[src/rtl/fetch_pkg.sv]
// Shared types and constants for the instruction fetch unit.
package fetch_pkg;
  localparam int INSTR_W  = 32;
  localparam int PC_INC   = 4;
  localparam int PC_MAX_W = 64;

  typedef enum logic [1:0] {S_ISSUE, S_WAIT, S_DROP} fetch_state_t;

  // The PC field is sized for the widest supported address; narrower builds zero-extend.
  typedef struct packed {
    logic [PC_MAX_W-1:0] pc;
    logic [INSTR_W-1:0]  instr;
  } fetch_entry_t;
endpackage

[src/rtl/instr_fetch_unit_if.sv]
// Instruction-memory bus, datapath handshake and debug/perf signals of the fetch unit.
interface instr_fetch_unit_if #(parameter int ADDR_W = 64);
  logic                         oIMemReq;
  logic [ADDR_W-1:0]            oIMemAddr;
  logic                         iIMemValid;
  logic [fetch_pkg::INSTR_W-1:0] iIMemData;
  logic                         oInstrValid;
  logic [fetch_pkg::INSTR_W-1:0] oInstruction;
  logic [ADDR_W-1:0]            oInstrPC;
  logic                         iInstrReady;
  logic                         iRedirect;
  logic [ADDR_W-1:0]            iRedirectPC;
  logic [ADDR_W-1:0]            oFetchPC;
  logic [31:0]                  oPerfIssued;
  logic [31:0]                  oPerfDropped;

  modport master (
    output oIMemReq, oIMemAddr, oInstrValid, oInstruction, oInstrPC, oFetchPC,
           oPerfIssued, oPerfDropped,
    input  iIMemValid, iIMemData, iInstrReady, iRedirect, iRedirectPC
  );

  modport slave (
    input  oIMemReq, oIMemAddr, oInstrValid, oInstruction, oInstrPC, oFetchPC,
           oPerfIssued, oPerfDropped,
    output iIMemValid, iIMemData, iInstrReady, iRedirect, iRedirectPC
  );
endinterface

[src/rtl/fetch_fifo.sv]
// Synchronous FIFO with flush; head is read combinationally from storage.
module fetch_fifo #(
  parameter  int WIDTH = 96,
  parameter  int DEPTH = 2,
  localparam int PTR_W = $clog2(DEPTH),
  localparam int CNT_W = PTR_W + 1
) (
  input  logic             clk,
  input  logic             rst,
  input  logic             flush,
  input  logic             push,
  input  logic             pop,
  input  logic [WIDTH-1:0] wrData,
  output logic [WIDTH-1:0] rdData,
  output logic [CNT_W-1:0] count,
  output logic             full,
  output logic             empty
);
  logic [DEPTH-1:0][WIDTH-1:0] mem;
  logic [PTR_W-1:0]            wrPtr, rdPtr;
  logic                        doPop;

  assign empty  = (count == '0);
  assign full   = (count == CNT_W'(DEPTH));
  assign doPop  = pop && !empty;
  assign rdData = mem[rdPtr];

  // Flush wins over push/pop; pointers wrap naturally since DEPTH is a power of two.
  always_ff @(posedge clk or posedge rst) begin
    if (rst) begin
      mem   <= '0;
      wrPtr <= '0;
      rdPtr <= '0;
      count <= '0;
    end else if (flush) begin
      wrPtr <= '0;
      rdPtr <= '0;
      count <= '0;
    end else begin
      if (push) begin
        mem[wrPtr] <= wrData;
        wrPtr      <= wrPtr + 1'b1;
      end
      if (doPop) rdPtr <= rdPtr + 1'b1;
      count <= count + CNT_W'(push) - CNT_W'(doPop);
    end
  end
endmodule

[src/rtl/instr_fetch_unit.sv]
// Fetch PC owner: one outstanding imem request, tagged instruction buffer, redirect squash.
// Optional saturating request/drop counters under `FETCH_PERF_CNT_EN.
module instr_fetch_unit #(
  parameter int                ADDR_W     = 64,
  parameter int                FIFO_DEPTH = 2,
  parameter logic [ADDR_W-1:0] RESET_PC   = '0
) (
  input  logic                iCLK,
  input  logic                iRST,
  instr_fetch_unit_if.master  bus
);
  import fetch_pkg::*;

  localparam int CNT_W = $clog2(FIFO_DEPTH) + 1;

  fetch_state_t      state, nextState;
  logic [ADDR_W-1:0] fetchPc, redirTarget, memAddr;
  logic              memReq, issue, respOk, push, pop;
  logic              fifoFull, fifoEmpty;
  logic [CNT_W-1:0]  fifoCount;
  fetch_entry_t      pushEntry, headEntry;

  assign redirTarget = {bus.iRedirectPC[ADDR_W-1:2], 2'b00};
  assign pop         = !fifoEmpty && bus.iInstrReady;
  assign push        = respOk && (!fifoFull || pop);
  // fetchPc already advanced past the outstanding request.
  assign pushEntry.pc    = PC_MAX_W'(fetchPc - ADDR_W'(PC_INC));
  assign pushEntry.instr = bus.iIMemData;

  always_ff @(posedge iCLK or posedge iRST) begin
    if (iRST) state <= S_ISSUE;
    else      state <= nextState;
  end

  always_comb begin
    nextState = state;
    unique case (state)
      S_ISSUE: if (issue) nextState = S_WAIT;
      S_WAIT: begin
        if (bus.iIMemValid)     nextState = S_ISSUE;
        else if (bus.iRedirect) nextState = S_DROP;
      end
      S_DROP:  if (bus.iIMemValid) nextState = S_ISSUE;
      default: nextState = S_ISSUE;
    endcase
  end

  always_comb begin
    issue  = 1'b0;
    respOk = 1'b0;
    unique case (state)
      S_ISSUE: issue  = !bus.iRedirect && (fifoCount < CNT_W'(FIFO_DEPTH));
      S_WAIT:  respOk = bus.iIMemValid && !bus.iRedirect;
      default: ;
    endcase
  end

  // Request strobe/address are registered so reset drives them low directly.
  always_ff @(posedge iCLK or posedge iRST) begin
    if (iRST) begin
      fetchPc <= RESET_PC;
      memReq  <= 1'b0;
      memAddr <= '0;
    end else begin
      memReq <= issue;
      if (issue) memAddr <= fetchPc;
      if (bus.iRedirect) fetchPc <= redirTarget;
      else if (issue)    fetchPc <= fetchPc + ADDR_W'(PC_INC);
    end
  end

  fetch_fifo #(.WIDTH($bits(fetch_entry_t)), .DEPTH(FIFO_DEPTH)) uBuf (
    .clk    (iCLK),
    .rst    (iRST),
    .flush  (bus.iRedirect),
    .push   (push),
    .pop    (pop),
    .wrData (pushEntry),
    .rdData (headEntry),
    .count  (fifoCount),
    .full   (fifoFull),
    .empty  (fifoEmpty)
  );

  assign bus.oIMemReq     = memReq;
  assign bus.oIMemAddr    = memAddr;
  assign bus.oInstrValid  = !fifoEmpty;
  assign bus.oInstruction = headEntry.instr;
  assign bus.oInstrPC     = headEntry.pc[ADDR_W-1:0];
  assign bus.oFetchPC     = fetchPc;

`ifdef FETCH_PERF_CNT_EN
  logic [31:0] perfIssued, perfDropped;
  logic        dropResp;

  assign dropResp = bus.iIMemValid &&
                    ((state == S_DROP) || (state == S_WAIT && bus.iRedirect));

  always_ff @(posedge iCLK or posedge iRST) begin
    if (iRST) begin
      perfIssued  <= '0;
      perfDropped <= '0;
    end else begin
      if (issue && perfIssued != '1)     perfIssued  <= perfIssued + 1'b1;
      if (dropResp && perfDropped != '1) perfDropped <= perfDropped + 1'b1;
    end
  end

  assign bus.oPerfIssued  = perfIssued;
  assign bus.oPerfDropped = perfDropped;
`else
  assign bus.oPerfIssued  = '0;
  assign bus.oPerfDropped = '0;
`endif
endmodule

[src/flat_wrapper.sv]
// flat-port wrapper written by rule: the top's interface ports become plain ports
module instr_fetch_unit_flat import fetch_pkg::*;
#(
  parameter int                ADDR_W     = 64,
  parameter int                FIFO_DEPTH = 2,
  parameter logic [ADDR_W-1:0] RESET_PC   = '0
)
  (iCLK, iRST, bus_oIMemReq, bus_oIMemAddr, bus_oInstrValid, bus_oInstruction, bus_oInstrPC, bus_oFetchPC, bus_oPerfIssued, bus_oPerfDropped, bus_iIMemValid, bus_iIMemData, bus_iInstrReady, bus_iRedirect, bus_iRedirectPC);
  instr_fetch_unit_if #(.ADDR_W(ADDR_W)) bus_i ();
  input  logic iCLK;
  input  logic iRST;
  output wire logic [$bits(bus_i.oIMemReq)-1:0] bus_oIMemReq;
  output wire logic [$bits(bus_i.oIMemAddr)-1:0] bus_oIMemAddr;
  output wire logic [$bits(bus_i.oInstrValid)-1:0] bus_oInstrValid;
  output wire logic [$bits(bus_i.oInstruction)-1:0] bus_oInstruction;
  output wire logic [$bits(bus_i.oInstrPC)-1:0] bus_oInstrPC;
  output wire logic [$bits(bus_i.oFetchPC)-1:0] bus_oFetchPC;
  output wire logic [$bits(bus_i.oPerfIssued)-1:0] bus_oPerfIssued;
  output wire logic [$bits(bus_i.oPerfDropped)-1:0] bus_oPerfDropped;
  input wire logic [$bits(bus_i.iIMemValid)-1:0] bus_iIMemValid;
  input wire logic [$bits(bus_i.iIMemData)-1:0] bus_iIMemData;
  input wire logic [$bits(bus_i.iInstrReady)-1:0] bus_iInstrReady;
  input wire logic [$bits(bus_i.iRedirect)-1:0] bus_iRedirect;
  input wire logic [$bits(bus_i.iRedirectPC)-1:0] bus_iRedirectPC;
  assign bus_oIMemReq = bus_i.oIMemReq;
  assign bus_oIMemAddr = bus_i.oIMemAddr;
  assign bus_oInstrValid = bus_i.oInstrValid;
  assign bus_oInstruction = bus_i.oInstruction;
  assign bus_oInstrPC = bus_i.oInstrPC;
  assign bus_oFetchPC = bus_i.oFetchPC;
  assign bus_oPerfIssued = bus_i.oPerfIssued;
  assign bus_oPerfDropped = bus_i.oPerfDropped;
  assign bus_i.iIMemValid = bus_iIMemValid;
  assign bus_i.iIMemData = bus_iIMemData;
  assign bus_i.iInstrReady = bus_iInstrReady;
  assign bus_i.iRedirect = bus_iRedirect;
  assign bus_i.iRedirectPC = bus_iRedirectPC;
  instr_fetch_unit #(.ADDR_W(ADDR_W), .FIFO_DEPTH(FIFO_DEPTH), .RESET_PC(RESET_PC)) u_core (.iCLK(iCLK), .iRST(iRST), .bus(bus_i));
endmodule
[config.mk]
export PLATFORM = sky130hd
export DESIGN_NAME = instr_fetch_unit_flat
export DESIGN_NICKNAME = d
export VERILOG_FILES = /design/src/rtl/fetch_pkg.sv /design/src/rtl/instr_fetch_unit_if.sv /design/src/rtl/fetch_fifo.sv /design/src/rtl/instr_fetch_unit.sv /design/src/flat_wrapper.sv
export SDC_FILE = /design/constraint.sdc
export NUM_CORES = 1
export LEC_CHECK = 0
export CELL_PAD_IN_SITES_DETAIL_PLACEMENT = 1
export CELL_PAD_IN_SITES_GLOBAL_PLACEMENT = 2
export CORE_MARGIN = 2
export CORE_UTILIZATION = 35
export CTS_BUF_LIST = sky130_fd_sc_hd__clkbuf_4
export CTS_CLUSTER_SIZE = 8
export DETAILED_ROUTE_END_ITERATION = 10
export HOLD_SLACK_MARGIN = 0.15
export PLACE_DENSITY = 0.91
export SLEW_MARGIN = 40
export SYNTH_ARGS = -nofsm -noshare
export SYNTH_HDL_FRONTEND = slang
export SYNTH_HIERARCHICAL = 1
export SYNTH_SLANG_ARGS = --single-unit
[constraint.sdc]
create_clock -name iCLK -period 10.2 [get_ports iCLK]
set_input_delay 1.02 -clock iCLK [delete_from_list [all_inputs] [get_ports iCLK]]
set_output_delay 1.02 -clock iCLK [all_outputs]
set_load 0.1 [all_outputs]
==> impl_results.md <==
- MaxCap Viol Count: 0
- Int Pwr: 2.60 mW
- Finished Layout Cells: 2576
- Clk sink count: 323
- Sequential fraction of the synthesis area: 48.6%
- Die Area: 0.0493 mm^2
- CTS tree: built
- Power after layout: between 5 and 6 mW
- Period minus WS final: roughly 4 ns
- Reg-to-reg slack, setup: 6.67 ns
- # H-tree levels: 3
- Combinational share of power: 47.4%
- Top_reg_cell synth: dfrtp_1
- Status: finished clean
- Cells on worst reg2reg path: 8
- Final WL: 55.3 mm
- Area Overhead vs Synth: 20.9%
- Largest family of logic cells by synthesized area: multiplexers
- Global-route wire length before repair: roughly 86 mm
- Chip height: 222 um
- Final antenna-violating net count: 0
- Commonest cells post-synth: dfrtp_1, mux2_2, nand2_1, buf_4, clkbuf_1
- Clk_skew: 0.0544 ns
- Clock share of power: 21.1%
- Post-CTS Hold Fix Bufs: 0
- Iteration count of the initial detailed-routing pass: 8
- Slowest cell on the critical path: dfrtp_4
- Crit share post-route: 39.1%
- CTS buffer count: 95
- Worst min path class: reg2reg
- Final setup TNS: 0 ns
- CP endpoint kind: output pin
- Initial DRC Count: 710
- Multiplexer share of the synthesized area: between 10% and 20%
- Most frequent cell after synthesis: dfrtp_1
- Final #Nets: 2003
- Area leader, netlist: dfrtp_1
- Mapped Cells: 1577
- GRT Overall Usage: 22.4%
- Root buffer cell: clkbuf_4
- Average size of a mapped cell: around 11 um^2
- Synthesis Warnings: 6
- Slew Limit Fails: 0
- Syn Std Cell Area: 0.0166 mm^2
- DP HPWL: 38.7 mm
- Sequential share of power: 31.5%
- Slew @ Worst Pin: slightly above 0.8 ns
- Fin area: 0.0201 mm^2
- Synth async-reset ratio: 100%
- Vias in the first global route: roughly 14000
- Post-Synth Adder-Cell Area: less than 1%
- Register bit total from synthesis: 323
- Maximum clock path buffer count: 3
- Req. time, crit path: 9.18 ns
- Grt met2 use: 34.3%
- Yosys cell types: 54
- Drt via density: between 5 and 6
- RSZ-0062 raised after global routing: no
- Final number of setup-violating endpoints: 0
- I/O pin total: 391
- Power per cell area: 275 mW/mm^2
- Final Hold Viols: 0
- CP peak stage delay: 0.74 ns
- GP Congestion: 0.822
- Via Count: 13514
- Post-CTS setup buffer count: 0
- Synth Area in Compound Gates: 4.74%
- Fmax: 250 MHz
- Initial antenna violation count: 8
- Top cell type's share of synthesized area: about 49%
- Synth Area in Simple Gates: 16.9%
- Hold path cells: 2
- Synth Area in XOR/XNOR: between 3 and 4%
- EDFF count, synth: 0
- IO buf count: 320
- Drt drc: 0
- CORE AREA: 0.0468 mm^2
- Initial Utilization: between 30% and 40%
- Die Wd: 222 um
- Relative slew slack: between 40% and 50%
- Cells along the critical path: buf_6 -> mux2_2 -> buf_2
- Layer with the highest usage: met2
- Net switching power: slightly below 3 mW
- Sw frac: a little over half
- Placed Cells: 2407
- Total grt overflow: 0
- Fraction of layout cells with a size suffix above 1: 35.3%
- Post_cts resized: 0
- Peak supply drop: 0.000150 V
- Area post-placement: 0.0189 mm^2
- Clk Latency, worst-skew pair: 0.82 ns
- WS Path Type: reg2out
- Data arrival time of the critical path: 2.97 ns
- Met1 Usage GRT: 29.6%
- Pin count of the biggest net entering global routing: 116
- Leakage: between 9 and 10 nW
- Met3 usage: 5.02%
- CP max FO: 64
- # rows: 79
- Dominant cells by area after synthesis: dfrtp_1, mux2_2, nand2_1, buf_4, nand3_1
- Routed len/inst: ~21 um
- Crit path launch type: register
- Clock-pin slew on the worst setup and hold paths: 0.07 ns
- Post-Route Utilization: a little over two fifths
area by class of cell:
class	count	area (um^2)
fillers	5311	26600
flip-flops and latches	323	8090
multi-input cells	1123	7780
repair buffers	340	2280
clock buffers	130	976
well taps	607	759
clock inverters	29	133
inverters	15	73.8
diodes	9	22.5
layer usage:
metal / share of wire (%) / wire [um]
met5: 0 / 0
met3: 5.6 / 3110
met2: 46 / 25400
met4: 3.9 / 2160
met1: 44 / 24600
kinds of logic (layout without fill, tap and decap cells):
kind of cell | after synthesis | in the layout
AND/OR/NAND/NOR | 590 | 590
flip-flops | 323 | 323
multiplexers | 289 | 289
buffers and inverters | 202 | 514
AO/OA/AOI/OAI | 107 | 107
XOR/XNOR | 61 | 61
adder cells (fa/ha/maj) | 4 | 4
other | 1 | 81
worst max-delay path: cells and delay by family (launching register included):
| family | cells | cell delay [ns] |
|---|---|---|
| buffers and inverters | 2 | 0.99 |
| muxes | 1 | 0.31 |
| DFF | 1 | 0.74 |
placed cells by master, fill, tap and decap left out, types with 7 or more instances in the layout:
master and instances:
nor2_1 53, xor2_1 30, inv_1 12, buf_4 12, o311ai_0 12, or3_1 25
nand4_1 44, a221o_1 9, clkinv_1 21, conb_1 72, buf_6 7, diode_2 9
clkdlybuf4s50_1 97, xnor2_1 29, dfrtp_1 322, nand3_1 61, mux2_2 289, clkbuf_4 130
o21ai_0 22, o211ai_1 36, nor4_1 27, nor3_1 32, nand2_1 281, nor2b_1 10
or4_1 17, buf_2 223
metrics by stage:
step / setup WS (ns) / hold WS, ns
finish: 6.21 / 0.476
global route: 5.98 / 0.502
CTS: 6.07 / 0.481
detailed placement: 6.03 / 0.461
global placement: 5.73 / 0.463
floorplan: 3.84 / 0.474
registers in the layout (all words and copies together), names as in the netlist:
register and cells:
u_core/bus.oIMemReq 1, u_core/uBuf/mem 192, u_core/bus.oFetchPC 62, u_core/state 2
u_core/uBuf/count 2, u_core/bus.oIMemAddr 62, u_core/uBuf/rdPtr 1, u_core/uBuf/wrPtr 1
power by group through the flow:
stage                     clock network (mW)  registers [mW]  logic [mW]
after detailed placement                   0            1.76        2.63
after global placement                     0            1.74        2.82
after CTS                               1.23            1.74        2.64
after floorplan                            0            2.25        1.69
final                                   1.17            1.74        2.63
after global routing                    1.30            1.78        2.71
final timing paths:
path / from / endpoint
setup / recovery: u_core/uBuf/rdPtr / bus_oInstrPC[63]
hold / removal: u_core/bus.oIMemAddr[60] / u_core/bus.oIMemAddr[60]
setup reg to reg: u_core/bus.oFetchPC[2] / u_core/uBuf/mem[66]
hold reg to reg: u_core/bus.oIMemAddr[60] / u_core/bus.oIMemAddr[60]
max in group asynchronous: iRST / u_core/bus.oFetchPC[27]
min in group asynchronous: iRST / u_core/uBuf/mem[41]
(Power assumes the default switching activity.)
